`config.mk`:
```
export PLATFORM = sky130hd
export DESIGN_NAME = free_list_flat
export DESIGN_NICKNAME = d
export VERILOG_FILES = /design/src/rtl/free_list_pkg.sv /design/src/rtl/free_list_if.sv /design/src/rtl/fl_ckpt_table.sv /design/src/rtl/free_list.sv /design/src/flat_wrapper.sv
export SDC_FILE = /design/constraint.sdc
export NUM_CORES = 1
export LEC_CHECK = 0
export BUFFER_PORTS_ARGS = -buffer_cell sky130_fd_sc_hd__buf_2
export CAP_MARGIN = 15
export CELL_PAD_IN_SITES_DETAIL_PLACEMENT = 1
export CELL_PAD_IN_SITES_GLOBAL_PLACEMENT = 2
export CORE_MARGIN = 2
export CORE_UTILIZATION = 29
export DETAILED_ROUTE_END_ITERATION = 8
export PLACE_DENSITY = 0.58
export SYNTH_ARGS = -nofsm -noshare
export SYNTH_HDL_FRONTEND = slang
export SYNTH_SLANG_ARGS = --single-unit
```
`constraint.sdc`:
```
create_clock -name clk -period 5.7 [get_ports clk]
set_input_delay 0.57 -clock clk [delete_from_list [all_inputs] [get_ports clk]]
set_output_delay 0.57 -clock clk [all_outputs]
set_load 0.01 [all_outputs]
```
`src/rtl/free_list_pkg.sv`:
```
// Shared types and sizing for the rename free list and its ROB-indexed checkpoint table.
package free_list_pkg;

   localparam int unsigned NUM_PREGS = 128;
   localparam int unsigned NUM_AREGS = 32;
   localparam int unsigned ROB_DEPTH = 16;
   localparam int unsigned FL_DEPTH  = NUM_PREGS - NUM_AREGS;

   typedef logic [6:0] preg_t;
   typedef logic [4:0] rob_tag_t;

   typedef struct packed {
      logic       lap;
      logic [6:0] idx;
   } fl_ptr_t;

   // Index wraps at FL_DEPTH rather than a power of two, so the lap bit is toggled explicitly.
   function automatic fl_ptr_t fl_ptr_inc(input fl_ptr_t p);
      fl_ptr_t r;
      if (p.idx == 7'(FL_DEPTH - 1)) begin
         r.lap = ~p.lap;
         r.idx = '0;
      end else begin
         r.lap = p.lap;
         r.idx = p.idx + 7'd1;
      end
      return r;
   endfunction

endpackage

```
`src/rtl/free_list_if.sv`:
```
// Rename/ROB-facing signal bundle of the free list; slave is the free list itself.
interface free_list_if;
   import free_list_pkg::*;

   logic       alloc_req;
   logic       rob_write;
   rob_tag_t   rob_tag;
   preg_t      preg_new;
   logic       empty;
   logic [6:0] free_count;
   logic       valid_retired;
   preg_t      preg_old;
   logic       mispredict;
   rob_tag_t   mispredict_tag;

   modport master (
      output alloc_req, rob_write, rob_tag, valid_retired, preg_old, mispredict, mispredict_tag,
      input  preg_new, empty, free_count
   );

   modport slave (
      input  alloc_req, rob_write, rob_tag, valid_retired, preg_old, mispredict, mispredict_tag,
      output preg_new, empty, free_count
   );

endinterface

```
`src/rtl/fl_ckpt_table.sv`:
```
// Per-ROB-entry snapshot of the free-list read pointer: one write port, one async read port.
module fl_ckpt_table
   import free_list_pkg::*;
(
   input  logic     clk,
   input  logic     reset,
   input  logic     we_i,
   input  rob_tag_t waddr_i,
   input  fl_ptr_t  wdata_i,
   input  rob_tag_t raddr_i,
   output fl_ptr_t  rdata_o
);

   localparam int unsigned AW = $clog2(ROB_DEPTH);
   localparam int unsigned TW = $bits(rob_tag_t);

   fl_ptr_t snap_q [ROB_DEPTH];

   // The tag's upper bit is the ROB wrap bit; only the entry index selects a snapshot.
   logic [2*(TW-AW)-1:0] tag_hi_unused;
   assign tag_hi_unused = {waddr_i[TW-1:AW], raddr_i[TW-1:AW]};

   always_ff @(posedge clk or negedge reset) begin
      if (!reset) begin
         for (int unsigned i = 0; i < ROB_DEPTH; i++) begin
            snap_q[i] <= '0;
         end
      end else if (we_i) begin
         snap_q[waddr_i[AW-1:0]] <= wdata_i;
      end
   end

   assign rdata_o = snap_q[raddr_i[AW-1:0]];

endmodule

```
`src/rtl/free_list.sv`:
```
// Circular free list of physical registers with single-cycle mispredict recovery of the read pointer.
module free_list
   import free_list_pkg::*;
(
   input  logic       clk,
   input  logic       reset,
   free_list_if.slave fl
);

   preg_t      mem_q [FL_DEPTH];
   fl_ptr_t    rd_q, rd_d;
   fl_ptr_t    wr_q, wr_d;
   fl_ptr_t    snap_rd;
   logic [7:0] cnt;
   logic       alloc, free_req, free_ok, snap_we;

   // Computed one bit wider than the port so an overflow or underflow stays visible.
   always_comb begin
      if (rd_q.lap == wr_q.lap) begin
         cnt = {1'b0, wr_q.idx} - {1'b0, rd_q.idx};
      end else begin
         cnt = 8'(FL_DEPTH) - {1'b0, rd_q.idx} + {1'b0, wr_q.idx};
      end
   end

   assign fl.free_count = cnt[6:0];
   assign fl.empty      = (cnt == '0);
   assign fl.preg_new   = mem_q[rd_q.idx];

   assign alloc    = fl.alloc_req & ~fl.empty & ~fl.mispredict;
   assign free_req = fl.valid_retired & (fl.preg_old != '0);
   assign free_ok  = free_req & (cnt != 8'(FL_DEPTH));
   assign snap_we  = fl.rob_write & ~fl.mispredict;

   always_comb begin
      rd_d = rd_q;
      wr_d = wr_q;
      if (fl.mispredict) begin
         rd_d = snap_rd;
      end else if (alloc) begin
         rd_d = fl_ptr_inc(rd_q);
      end
      if (free_ok) begin
         wr_d = fl_ptr_inc(wr_q);
      end
   end

   always_ff @(posedge clk or negedge reset) begin
      if (!reset) begin
         rd_q <= '{lap: 1'b0, idx: '0};
         wr_q <= '{lap: 1'b1, idx: '0};
         for (int unsigned i = 0; i < FL_DEPTH; i++) begin
            mem_q[i] <= preg_t'(NUM_AREGS + i);
         end
      end else begin
         rd_q <= rd_d;
         wr_q <= wr_d;
         if (free_ok) begin
            mem_q[wr_q.idx] <= fl.preg_old;
         end
      end
   end

   // Snapshot captures the post-update pointer, so it includes this cycle's allocation.
   fl_ckpt_table u_ckpt (
      .clk     (clk),
      .reset   (reset),
      .we_i    (snap_we),
      .waddr_i (fl.rob_tag),
      .wdata_i (rd_d),
      .raddr_i (fl.mispredict_tag),
      .rdata_o (snap_rd)
   );

   a_no_free_when_full: assert property (@(posedge clk) disable iff (!reset)
      !(free_req && (cnt == 8'(FL_DEPTH))));

   a_count_in_range: assert property (@(posedge clk) disable iff (!reset)
      cnt <= 8'(FL_DEPTH));

endmodule

```
`src/flat_wrapper.sv`:
```
// flat-port wrapper written by rule: the top's interface ports become plain ports
module free_list_flat import free_list_pkg::*;
  (clk, reset, fl_alloc_req, fl_rob_write, fl_rob_tag, fl_valid_retired, fl_preg_old, fl_mispredict, fl_mispredict_tag, fl_preg_new, fl_empty, fl_free_count);
  free_list_if fl_i ();
  input  logic clk;
  input  logic reset;
  input wire logic [$bits(fl_i.alloc_req)-1:0] fl_alloc_req;
  input wire logic [$bits(fl_i.rob_write)-1:0] fl_rob_write;
  input wire logic [$bits(fl_i.rob_tag)-1:0] fl_rob_tag;
  input wire logic [$bits(fl_i.valid_retired)-1:0] fl_valid_retired;
  input wire logic [$bits(fl_i.preg_old)-1:0] fl_preg_old;
  input wire logic [$bits(fl_i.mispredict)-1:0] fl_mispredict;
  input wire logic [$bits(fl_i.mispredict_tag)-1:0] fl_mispredict_tag;
  output wire logic [$bits(fl_i.preg_new)-1:0] fl_preg_new;
  output wire logic [$bits(fl_i.empty)-1:0] fl_empty;
  output wire logic [$bits(fl_i.free_count)-1:0] fl_free_count;
  assign fl_i.alloc_req = fl_alloc_req;
  assign fl_i.rob_write = fl_rob_write;
  assign fl_i.rob_tag = fl_rob_tag;
  assign fl_i.valid_retired = fl_valid_retired;
  assign fl_i.preg_old = fl_preg_old;
  assign fl_i.mispredict = fl_mispredict;
  assign fl_i.mispredict_tag = fl_mispredict_tag;
  assign fl_preg_new = fl_i.preg_new;
  assign fl_empty = fl_i.empty;
  assign fl_free_count = fl_i.free_count;
  free_list u_core (.clk(clk), .reset(reset), .fl(fl_i));
endmodule
```
==> results by group, run 1 <==
Hold path
  • Hold path cells: 2
  • Hold crit path type: input port to flip-flop
  • Hold Startpoint: fl_preg_old[5]
  • Hold endpoint: u_core.mem_q[292]

CTS
  • H-tree level count: 3
  • Clock buffer depth: 3
  • Inserted Clock Buffers: 97
  • Clk_lat worst skew: 0.69 ns
  • Clock Tree Root: clkbuf_16
  • Clock transition at path regs: 0.06 ns
  • Clk sink count: 816
  • Post-CTS Setup Bufs: 0
  • TritonCTS clock tree: yes

Yosys
  • Top-count cell post-synth: mux2_2
  • Yosys warnings: 0
  • Post-synth top flop: dfrtp_1
  • Syn Nets: 2633
  • Avg Cell Area, Syn: 15.4 um2
  • Biggest area consumer among synthesized cells: dfrtp_1
  • Leading cell types by total area after synthesis: dfrtp_1, dfstp_2, mux4_2
  • Cell count after synthesis: 2587
  • Post-synth EDFFs: 0
  • Post-Syn Area: 39800 um2
  • Synth top area share: 0.281
  • Asr flop ratio synth: 1.00
  • Yosys cell types: 64
  • #FFs+latches synth: 816
  • Seq/Total Area, Yosys: 0.525
  • Leading cell types by count after synthesis: mux2_2, dfrtp_1, dfstp_2

Global route
  • Vias in the first global route: 25500
  • Total grt overflow: 0
  • GRT Util Overall: 0.165
  • Largest net degree at the start of global routing: 189
  • Initial antenna violation count: 4
  • First-pass GRT wire length: 175000 um

Timing
  • Final setup viols: 0
  • Setup TNS: 0 ns
  • Slew Viols, Final: 0
  • Skew final: 0.0300 ns
  • Final period util: 0.899
  • Tmin final: 5.12 ns
  • Top achievable clock speed: 195 MHz
  • Worst Max-Slew Pin Slew: 1.14 ns
  • RSZ-0062 raised after global routing: false
  • Relative slew slack: 0.240
  • Final Hold Vio Count: 0

Die
  • CORE AREA: 136000 um2
  • Rows: 135
  • Starting Density: 0.293
  • IO Count: 38
  • Die Width: 374 um
  • Die area: 140000 um2
  • Die H: 374 um

Worst setup path
  • Worst-path cell chain: buf_4 -> buf_4 -> mux4_2 -> mux4_2 -> mux4_2 -> a22o_1 -> buf_2
  • CP startpoint kind: flip-flop
  • R2R Path Start: u_core.rd_q[1]
  • Worst Path Required: 5.13 ns
  • CP max-delay cell: mux4_2
  • Critical Path Max Stage Delay: 0.65 ns
  • Arr. time, crit path: 4.55 ns
  • CP Buf/Inv Count: 3
  • FF-to-FF path depth: 13
  • Crit path max fanout: 29
  • Critical path class: flip-flop to primary output
  • Worst Setup End Kind: primary output
  • Critical Path Most Common Cell: mux4_2
  • R2R Path End: u_core.mem_q[646]
  • CP delay by family, top: multiplexers
  • Reg-to-reg setup timing slack: 0.86 ns

Pwr
  • Pwr Total: 21400 uW
  • LEAKAGE: 0.0188 uW
  • Maximum vdd ir drop: 236 uV
  • Cell Pwr Density: 472 nW/um2

Finish
  • Number of fill cells: 13900
  • Fin nets: 2618
  • Share of cells above drive strength 1: 0.603
  • Post-Layout Cell Count: 4438
  • Area grow syn2layout: 13.9%
  • Area of the multi-input gates: 17900 um2
  • Register area: 20900 um2

Flow run
  • Max-cap violations: 0

Drt
  • Per-cell routed wire length: 25.7 um
  • DRT iter0 DRCs: 1210
  • Post-DR vias/cell: 5.08
  • Post-route ant nets: 0
  • Vias: 22500
  • Drt drc: 0
  • Drt pass-1 iters: 5
  • Routed wire length: 114000 um

Place
  • GP Congestion: 0.757
  • Detail Placement HPWL: 74000 um
  • Port buffer count: 35
  • Placed Instances: 4253

Status
  • Status: finished clean
-- per-stage QoR --
step	cell area [um2]	setup slack, ns	utilization	hold WS [ns]
2_1_floorplan	39800	0.628	-	0.274
3_5_place_dp	41900	0.921	0.308	0.467
6_report	45300	0.578	0.334	0.290
3_3_place_gp	41900	0.927	0.308	0.456
5_1_grt	45300	0.333	0.334	0.259
4_1_cts	45300	0.363	0.334	0.239
-- report_power, final --
group	leakage (uW)	switching, uW	internal [uW]	total (uW)
logic	0.00743	3490	2980	6470
registers	0.00962	748	7580	8330
clock network	0.00170	2570	4040	6610
total	0.0188	6810	14600	21400
-- worst max path at each step --
stage                               from                 to  slack, ns  cells after the start
final                     u_core.rd_q[0]     fl_preg_new[3]       0.58                      7
after global routing      u_core.rd_q[0]     fl_preg_new[3]       0.33                      7
after CTS                 u_core.rd_q[0]     fl_preg_new[2]       0.36                      7
after detailed placement  u_core.rd_q[1]  u_core.mem_q[648]       0.92                     13
after global placement    u_core.rd_q[1]  u_core.mem_q[535]       0.93                     13
after floorplan           u_core.rd_q[1]  u_core.mem_q[142]       0.63                     18
-- flip-flops by register name (all words and copies together) (netlist names) --
register              count
u_core.u_ckpt.snap_q    128
u_core.rd_q               8
u_core.mem_q            672
u_core.wr_q               8
-- worst register-to-register path, stage by stage, from the launching register on --
cell	delay, ns
dfrtp_4	0.64
inv_1	0.10
ha_1	0.31
ha_1	0.23
fa_1	0.41
nor2b_1	0.17
o31ai_1	0.33
nor4b_1	0.10
a41o_1	0.28
nor4_4	0.34
a31o_4	0.64
buf_12	0.30
or4_1	0.50
mux2_2	0.40
-- layout by cell type, fill, tap and decap left out, types with 4 or more instances in the layout --
| cell | instances |
|---|---|
| a21oi_1 | 33 |
| a22o_1 | 6 |
| and3_1 | 6 |
| buf_12 | 9 |
| buf_2 | 27 |
| buf_4 | 53 |
| bufinv_16 | 12 |
| clkbuf_1 | 17 |
| clkbuf_16 | 99 |
| clkbuf_8 | 23 |
| clkinv_2 | 22 |
| dfrtp_1 | 443 |
| dfstp_2 | 369 |
| fa_1 | 6 |
| ha_1 | 17 |
| inv_1 | 19 |
| mux2_1 | 35 |
| mux2_2 | 491 |
| mux2_4 | 147 |
| mux2i_1 | 5 |
| mux4_2 | 256 |
| nand2_1 | 177 |
| nand3_1 | 21 |
| nand3_2 | 16 |
| nand4_1 | 7 |
| nor2_1 | 52 |
| nor2b_1 | 8 |
| nor3_1 | 6 |
| nor3_4 | 35 |
| nor4_4 | 13 |
| o21ai_0 | 110 |
| o21ai_1 | 7 |
| or3_1 | 19 |
| or4_1 | 9 |
| xnor2_1 | 9 |
| xor2_1 | 4 |
-- repair_timing --
item | CTS | global route
endpoints found under the setup margin | 0 | 0
gates resized for setup | 0 | 0
hold buffers | 1 | 0
hold endpoints to repair | 26 | 0
-- logic make-up after synthesis --
| kind of cell | after synthesis | share of synthesized area |
|---|---|---|
| buffers and inverters | 230 | 0.0256 |
| AND/OR/NAND/NOR | 384 | 0.0610 |
| flip-flops | 816 | 0.525 |
| XOR/XNOR | 14 | 0.00327 |
| multiplexers | 934 | 0.350 |
| adder cells (fa/ha/maj) | 23 | 0.00836 |
| AO/OA/AOI/OAI | 186 | 0.0267 |
-- final cells by class --
class / count / area share
diodes: 3 / 0.000166
clock buffers: 139 / 0.0631
clock inverters: 42 / 0.0128
inverters: 25 / 0.00210
multi-input cells: 1541 / 0.396
flip-flops and latches: 816 / 0.461
well taps: 1781 / 0.0492
repair buffers: 91 / 0.0163
-- routing by layer --
metal,track usage,vias up,part of all wire
li1,-,9589,-
met1,0.232,12500,0.47
met2,0.268,316,0.48
met3,0.0225,123,0.032
met4,0.0441,0,0.019
met5,0,-,0
No activity file was read; power rests on OpenSTA's default activity.
==> inputs of run 2 (changes only) <==
Settings changed: CTS_CLUSTER_DIAMETER set to 200, SYNTH_HIERARCHICAL set to 1.
==> run 2 against run 1 <==
Wire length grew 1.4%. Core utilization shrank 0.43 points. Final cell count grew 2.0%. Critical path depth grew 1. Via count grew 2.9%. Hold slack lost 0.086 ns. First-iteration DRC count shrank 17%. Die area grew 0.66%.
==> results by group, run 2 <==
Die
  • Die Width: 376 um (was 374 um)
  • Die H: 376 um (was 374 um)
  • CORE AREA: 137000 um2 (was 136000 um2)
  • Rows: 136 (was 135)
  • Die area: 141000 um2 (was 140000 um2)
  • IO Count: 38 (unchanged)
  • Starting Density: 0.292 (was 0.293)

Worst setup path
  • FF-to-FF path depth: 13 (unchanged)
  • Crit path max fanout: 79 (was 29)
  • Critical path class: flip-flop to primary output (unchanged)
  • Arr. time, crit path: 4.60 ns (was 4.55 ns)
  • CP startpoint kind: flip-flop (unchanged)
  • Reg-to-reg setup timing slack: 0.91 ns (was 0.86 ns)
  • Worst Setup End Kind: primary output (unchanged)
  • R2R Path End: u_core/mem_q[212] (was u_core.mem_q[646])
  • R2R Path Start: u_core/rd_q[0] (was u_core.rd_q[1])
  • Worst Path Required: 5.13 ns (about the same)

Flow run
  • Max-cap violations: 0 (unchanged)

Drt
  • Per-cell routed wire length: 25.6 um (was 25.7 um)
  • DRT iter0 DRCs: 1008 (was 1210)
  • Vias: 23200 (was 22500)
  • Drt pass-1 iters: 5 (unchanged)
  • Post-DR vias/cell: 5.12 (was 5.08)
  • Drt drc: 0 (unchanged)
  • Post-route ant nets: 0 (unchanged)
  • Routed wire length: 116000 um (was 114000 um)

Yosys
  • Yosys cell types: 78 (was 64)
  • Syn Nets: 2692 (was 2633)
  • Biggest area consumer among synthesized cells: dfrtp_1 (unchanged)
  • Adder-Cell Fraction of Synth Area: 0.00831 (was 0.00836)
  • Synth top area share: 0.279 (was 0.281)
  • Asr flop ratio synth: 1.00 (unchanged)
  • Top-count cell post-synth: mux2_2 (unchanged)
  • Post-synthesis mux area share: 0.348 (was 0.350)
  • Leading cell types by total area after synthesis: dfrtp_1, dfstp_2, mux2_2 (was dfrtp_1, dfstp_2, mux4_2)
  • Leading cell types by count after synthesis: mux2_2, dfrtp_1, dfstp_2 (unchanged)
  • Post-synth top flop: dfrtp_1 (unchanged)
  • Largest family of logic cells by synthesized area: multiplexers (unchanged)
  • Seq/Total Area, Yosys: 0.521 (was 0.525)
  • Synth Area in Compound Gates: 0.0308 (was 0.0267)
  • Post-Synth XOR/XNOR Area: 0.00197 (was 0.00327)
  • Avg Cell Area, Syn: 15.1 um2 (was 15.4 um2)
  • Yosys warnings: 6 (was 0)
  • Simple-gate share of the synthesized area: 0.0552 (was 0.0610)
  • #FFs+latches synth: 816 (unchanged)
  • Post-synth EDFFs: 0 (unchanged)
  • Post-Syn Area: 40100 um2 (was 39800 um2)
  • Cell count after synthesis: 2646 (was 2587)

Place
  • Detail Placement HPWL: 73200 um (was 74000 um)
  • Post-Place Cell Area: 42100 um2 (was 41900 um2)
  • Placed Instances: 4347 (was 4253)
  • GP Congestion: 0.792 (was 0.757)
  • Port buffer count: 35 (unchanged)

Finish
  • Final Instance Area: 45200 um2 (was 45300 um2)
  • Biggest registers after layout: u_core/mem_q: 672 flops, u_core/u_ckpt/snap_q: 128 flops (was u_core.mem_q: 672 flops, u_core.u_ckpt.snap_q: 128 flops)
  • Area of the multi-input gates: 17800 um2 (was 17900 um2)
  • Commonest cells after routing, fill and taps aside: mux2_2, dfrtp_1, dfstp_2 (unchanged)
  • Fin nets: 2696 (was 2618)
  • Most common cell after layout, fill and taps aside: mux2_2 (unchanged)
  • Share of cells above drive strength 1: 0.636 (was 0.603)
  • Max FFs per register: 672 (unchanged)
  • Register name with the most flops: u_core/mem_q (was u_core.mem_q)
  • Number of fill cells: 14000 (was 13900)
  • Post-Layout Cell Count: 4527 (was 4438)
  • Register area: 20900 um2 (about the same)
  • Area grow syn2layout: 12.9% (was 13.9%)

Timing
  • Slew Viols, Final: 0 (unchanged)
  • Final setup viols: 0 (unchanged)
  • Setup TNS: 0 ns (unchanged)
  • RSZ-0062 raised after global routing: false (unchanged)
  • Tmin final: 5.17 ns (was 5.12 ns)
  • Top achievable clock speed: 194 MHz (was 195 MHz)
  • Worst Max-Slew Pin Slew: 1.12 ns (was 1.14 ns)
  • Skew final: 0.0427 ns (was 0.0300 ns)
  • Final Hold Vio Count: 0 (unchanged)
  • Relative slew slack: 0.252 (was 0.240)
  • Final period util: 0.907 (was 0.899)

Global route
  • GRT Util Overall: 0.166 (was 0.165)
  • Vias in the first global route: 26600 (was 25500)
  • Largest net degree at the start of global routing: 190 (was 189)
  • Total grt overflow: 0 (unchanged)
  • GR Util met1: 0.221 (was 0.232)
  • GRT met2 Usage: 0.283 (was 0.268)
  • Met3 GRT Util: 0.0239 (was 0.0225)
  • First-pass GRT wire length: 177000 um (was 175000 um)
  • Most Crowded Layer GR: met2 (unchanged)
  • Initial antenna violation count: 3 (was 4)

Pwr
  • LEAKAGE: 0.0184 uW (was 0.0188 uW)
  • Maximum vdd ir drop: 230 uV (was 236 uV)
  • Cell Pwr Density: 486 nW/um2 (was 472 nW/um2)

CTS
  • TritonCTS clock tree: yes (unchanged)
  • Inserted Clock Buffers: 94 (was 97)
  • Clk_lat worst skew: 0.71 ns (was 0.69 ns)
  • Clock Tree Root: clkbuf_16 (unchanged)
  • Clock transition at path regs: 0.06 ns (about the same)
  • Clk sink count: 816 (unchanged)
  • H-tree level count: 3 (unchanged)
  • Clock buffer depth: 3 (unchanged)

Hold path
  • Hold endpoint: u_core/mem_q[277] (was u_core.mem_q[292])
  • Hold path cells: 2 (unchanged)
  • Hold Startpoint: fl_preg_old[4] (was fl_preg_old[5])
  • Hold crit path type: input port to flip-flop (unchanged)

Status
  • Status: finished clean (unchanged)
run 2: cell count changes after synthesis, moves of 44 or more:
| cell | change |
|---|---|
| o21ai_0 | -101 |
| o221ai_1 | +44 |
| mux2i_1 | +92 |
| mux2_2 | +301 |
| mux2_4 | -139 |
| nand2_1 | -113 |
| mux4_2 | -81 |
run 2: cell families after synthesis:
group	after synthesis
multiplexers	1072
flip-flops	816
AND/OR/NAND/NOR	298
buffers and inverters	255
AO/OA/AOI/OAI	173
adder cells (fa/ha/maj)	23
XOR/XNOR	9
run 2: power by group:
part,internal [uW],switching (uW),leakage [uW]
clock network,3480,2530,0.00150
registers,8410,1080,0.00964
logic,3240,3250,0.00723
run 2: routing by layer:
| metal | vias to the layer above | routed length, um |
|---|---|---|
| li1 | 9980 | - |
| met1 | 12700 | 52600 |
| met2 | 309 | 57600 |
| met3 | 144 | 3160 |
| met4 | 0 | 2400 |
| met5 | - | 0 |
run 2: final cells by class:
cell class | instances | share of cell area
repair buffers | 134 | 0.0235
flip-flops and latches | 816 | 0.462
well taps | 1794 | 0.0496
clock buffers | 142 | 0.0595
clock inverters | 35 | 0.00866
inverters | 29 | 0.00241
diodes | 2 | 0.000111
multi-input cells | 1575 | 0.395
run 2: timing repair:
action	in CTS	in global routing
setup buffers	0	0
resized for setup	0	0
endpoints found under the hold margin	35	0
hold buffers	1	0
run 2: worst max path at each step:
stage	from	end	slack [ns]	cells after the start
after floorplan	u_core/rd_q[1]	u_core/u_ckpt/snap_q[43]	0.40	18
after global placement	u_core/rd_q[0]	u_core/u_ckpt/snap_q[13]	0.91	14
after detailed placement	u_core/rd_q[0]	u_core/u_ckpt/snap_q[85]	0.90	14
after CTS	u_core/rd_q[1]	fl_preg_new[6]	0.46	8
after global routing	u_core/wr_q[0]	fl_empty	0.37	13
final	u_core/rd_q[1]	fl_preg_new[3]	0.53	8
run 2: critical path, cell delays in order (launching register included):
cell,delay (ns)
dfrtp_4,0.53
buf_12,0.45
buf_4,0.78
mux4_2,0.43
mux2i_1,0.38
o22ai_1,0.23
o32ai_1,0.52
o22ai_1,0.31
buf_2,0.23
run 2: through the flow:
stage	util	hold slack [ns]	power, uW	setup WS [ns]
6_report	0.329	0.205	22000	0.532
5_1_grt	0.329	0.186	23200	0.369
3_5_place_dp	0.307	0.488	16200	0.903
2_1_floorplan	-	0.274	13700	0.396
4_1_cts	0.329	0.163	22300	0.458
3_3_place_gp	0.307	0.481	15700	0.909
==> inputs of run 3 (changes only) <==
--- a/constraint.sdc
+++ b/constraint.sdc
@@ -3,2 +3,2 @@
 set_output_delay 0.57 -clock clk [all_outputs]
-set_load 0.01 [all_outputs]
+set_load 0.05 [all_outputs]
==> run 3 against run 2 <==
Flip-flop and latch count unchanged. Die area unchanged. Combinational power grew 5.9%. Count of clock-buffer cells in the layout down 5. Fmax decreased by 0.11%. Global-route usage up 0.28 points. Core utilization up 0.088 points. Worst setup slack worse by 0.0058 ns. Hold slack improved by 0.065 ns. Cell area rose by 0.27%. Largest cell class unchanged. Via count up 0.94%. Clock power up 1%.
==> results by group, run 3 (synthesis results as in run 2) <==
Global route
  • Largest net degree at the start of global routing: 157 (was 190)
  • First-pass GRT wire length: 179000 um (was 177000 um)
  • Total grt overflow: 0 (unchanged)
  • GRT Util Overall: 0.169 (was 0.166)
  • Vias in the first global route: 26700 (was 26600)
  • Initial antenna violation count: 6 (was 3)

Pwr
  • Psw: 7160 uW (was 6860 uW)
  • Pint: 15300 uW (was 15100 uW)
  • Comb power frac: 0.306 (was 0.295)
  • Sw Ratio: 0.319 (was 0.312)
  • Clk pwr share: 0.272 (was 0.273)
  • LEAKAGE: 0.0185 uW (was 0.0184 uW)
  • Seq pwr share: 0.422 (was 0.432)
  • Pwr Total: 22400 uW (was 22000 uW)
  • Maximum vdd ir drop: 271 uV (was 230 uV)
  • Cell Pwr Density: 494 nW/um2 (was 486 nW/um2)

Worst setup path
  • Arr. time, crit path: 4.60 ns (about the same)
  • CP startpoint kind: flip-flop (unchanged)
  • Reg-to-reg setup timing slack: 0.93 ns (was 0.91 ns)
  • CP max-delay cell: or4_2 (was buf_4)
  • Crit path max fanout: 9 (was 79)
  • Worst-path cell chain: inv_1 -> ha_1 -> inv_1 -> ha_1 -> inv_1 -> fa_1 -> xnor2_1 -> nor2_1 -> a31o_2 -> or4_4 -> or4_2 -> inv_1 -> buf_2 (was buf_12 -> buf_4 -> mux4_2 -> mux2i_1 -> o22ai_1 -> o32ai_1 -> o22ai_1 -> buf_2)
  • Critical path class: flip-flop to primary output (unchanged)
  • Critical Path Most Common Cell: inv_1 (was o22ai_1)
  • Worst Setup End Kind: primary output (unchanged)
  • R2R Path End: u_core/mem_q[155] (was u_core/mem_q[212])
  • Worst Path Required: 5.13 ns (about the same)
  • R2R Path Start: u_core/wr_q[0] (was u_core/rd_q[0])
  • Critical Path Max Stage Delay: 0.67 ns (was 0.78 ns)
  • FF-to-FF path depth: 15 (was 13)

CTS
  • Post-CTS Setup Bufs: 0 (unchanged)
  • Clock Tree Root: clkbuf_16 (unchanged)
  • TritonCTS clock tree: yes (unchanged)
  • Clock transition at path regs: 0.06 ns (about the same)
  • Inserted Clock Buffers: 93 (was 94)
  • Clock buffer depth: 3 (unchanged)
  • H-tree level count: 3 (unchanged)
  • Clk sink count: 816 (unchanged)
  • CTS-repair resized insts: 0 (unchanged)
  • Clk_lat worst skew: 0.70 ns (was 0.71 ns)

Drt
  • Routed wire length: 118000 um (was 116000 um)
  • Per-cell routed wire length: 26.0 um (was 25.6 um)
  • Drt pass-1 iters: 5 (unchanged)
  • DRT iter0 DRCs: 1104 (was 1008)
  • Post-route ant nets: 0 (unchanged)
  • Post-DR vias/cell: 5.16 (was 5.12)
  • Drt drc: 0 (unchanged)
  • Vias: 23400 (was 23200)

Timing
  • Final period util: 0.908 (was 0.907)
  • WHS: 0.269 ns (was 0.205 ns)
  • Final setup viols: 0 (unchanged)
  • Worst setup margin: 0.526 ns (was 0.532 ns)
  • Setup TNS: 0 ns (unchanged)
  • Slew Viols, Final: 0 (unchanged)
  • Tmin final: 5.17 ns (about the same)
  • Final Hold Vio Count: 0 (unchanged)
  • Skew final: 0.0417 ns (was 0.0427 ns)
  • RSZ-0062 raised after global routing: false (unchanged)
  • Top achievable clock speed: 193 MHz (was 194 MHz)
  • Relative slew slack: 0.240 (was 0.252)
  • Worst Max-Slew Pin Slew: 1.13 ns (was 1.12 ns)

Finish
  • Most common cell after layout, fill and taps aside: mux2_2 (unchanged)
  • Share of cells above drive strength 1: 0.639 (was 0.636)
  • Register name with the most flops: u_core/mem_q (unchanged)
  • Number of fill cells: 14000 (about the same)
  • Area grow syn2layout: 13.2% (was 12.9%)
  • Biggest registers after layout: u_core/mem_q: 672 flops, u_core/u_ckpt/snap_q: 128 flops (unchanged)
  • Commonest cells after routing, fill and taps aside: mux2_2, dfrtp_1, dfstp_2 (unchanged)
  • Max FFs per register: 672 (unchanged)
  • Fin nets: 2702 (was 2696)

Place
  • Port buffer count: 35 (unchanged)
  • Detail Placement HPWL: 75100 um (was 73200 um)
  • Dpl ws: 0.914 ns (was 0.903 ns)
  • GP Congestion: 0.772 (was 0.792)

Die
  • Die H: 376 um (unchanged)
  • Die Width: 376 um (unchanged)
  • Rows: 136 (unchanged)
  • Die area: 141000 um2 (unchanged)
  • CORE AREA: 137000 um2 (unchanged)
  • IO Count: 38 (unchanged)
  • Starting Density: 0.292 (unchanged)

Hold path
  • Hold crit path type: input port to flip-flop (unchanged)
  • Hold path cells: 2 (unchanged)
  • Hold Startpoint: fl_preg_old[2] (was fl_preg_old[4])
  • Hold endpoint: u_core/mem_q[121] (was u_core/mem_q[277])

Status
  • Status: finished clean (unchanged)

Flow run
  • Max-cap violations: 0 (unchanged)
[run 3: changes by cell type in the layout (fill, tap and decap cells not counted), moves of 2 or more]
cell	previous run	this run
clkinv_8	0	2
bufinv_16	4	7
buf_4	96	100
clkinvlp_4	7	1
clkinv_2	18	25
clkbuf_1	33	27
buf_12	9	12
inv_16	3	1
[run 3: metrics by stage]
step	util	instance area (um2)	cells
final	0.330	45400	4531
after detailed placement	0.308	42200	4354
after global placement	0.308	42200	4354
after floorplan	-	40100	2646
after global routing	0.330	45400	4530
after CTS	0.330	45400	4530
[run 3: power by group through the flow]
stage | Clock [uW] | Combinational [uW] | Sequential, uW
finish | 6100 | 6870 | 9460
global route | 6560 | 7370 | 9760
CTS | 6310 | 6970 | 9480
detailed placement | 0 | 6950 | 9570
global placement | 0 | 6730 | 9340
floorplan | 0 | 4960 | 9100
[run 3: area by class of cell]
type	count	area (um2)	share of cell area
Sequential cell	816	20900	0.460
Multi-Input combinational cell	1575	17800	0.393
Clock buffer	137	2690	0.0592
Tap cell	1794	2240	0.0495
Timing Repair Buffer	141	1150	0.0254
Clock inverter	38	434	0.00957
Inverter	29	109	0.00240
Antenna cell	1	2.50	0.0000552
[run 3: critical path: cells and delay by family (launching register included)]
family | cells | cell delay [ns]
AOI/OAI and AO/OA | 1 | 0.27
xor gates and xnor gates | 1 | 0.19
adders and majority gates | 3 | 0.89
buffers and inverters | 5 | 0.78
DFF | 1 | 0.51
and+or+nand+nor | 3 | 1.29
[run 3: worst max-delay path by stage]
stage | depth (start not counted) | from | end
global placement | 14 | u_core/rd_q[0] | u_core/mem_q[274]
floorplan | 18 | u_core/rd_q[1] | u_core/u_ckpt/snap_q[43]
detailed placement | 14 | u_core/rd_q[0] | u_core/u_ckpt/snap_q[5]
CTS | 12 | u_core/rd_q[0] | fl_empty
finish | 13 | u_core/wr_q[0] | fl_empty
global route | 13 | u_core/wr_q[0] | fl_empty
[run 3: repair_timing]
item | in CTS | in global routing
endpoints found under the hold margin | 38 | 0
hold buffers | 1 | 0
endpoints found under the setup margin | 0 | 0
[run 3: routing by layer]
layer  part of all wire  track usage  vias up
met5            0.00011            0        -
met4              0.026       0.0480        2
met3              0.033       0.0267      170
met2               0.48        0.279      343
met1               0.46        0.228    12900
li1                   -            -     9994
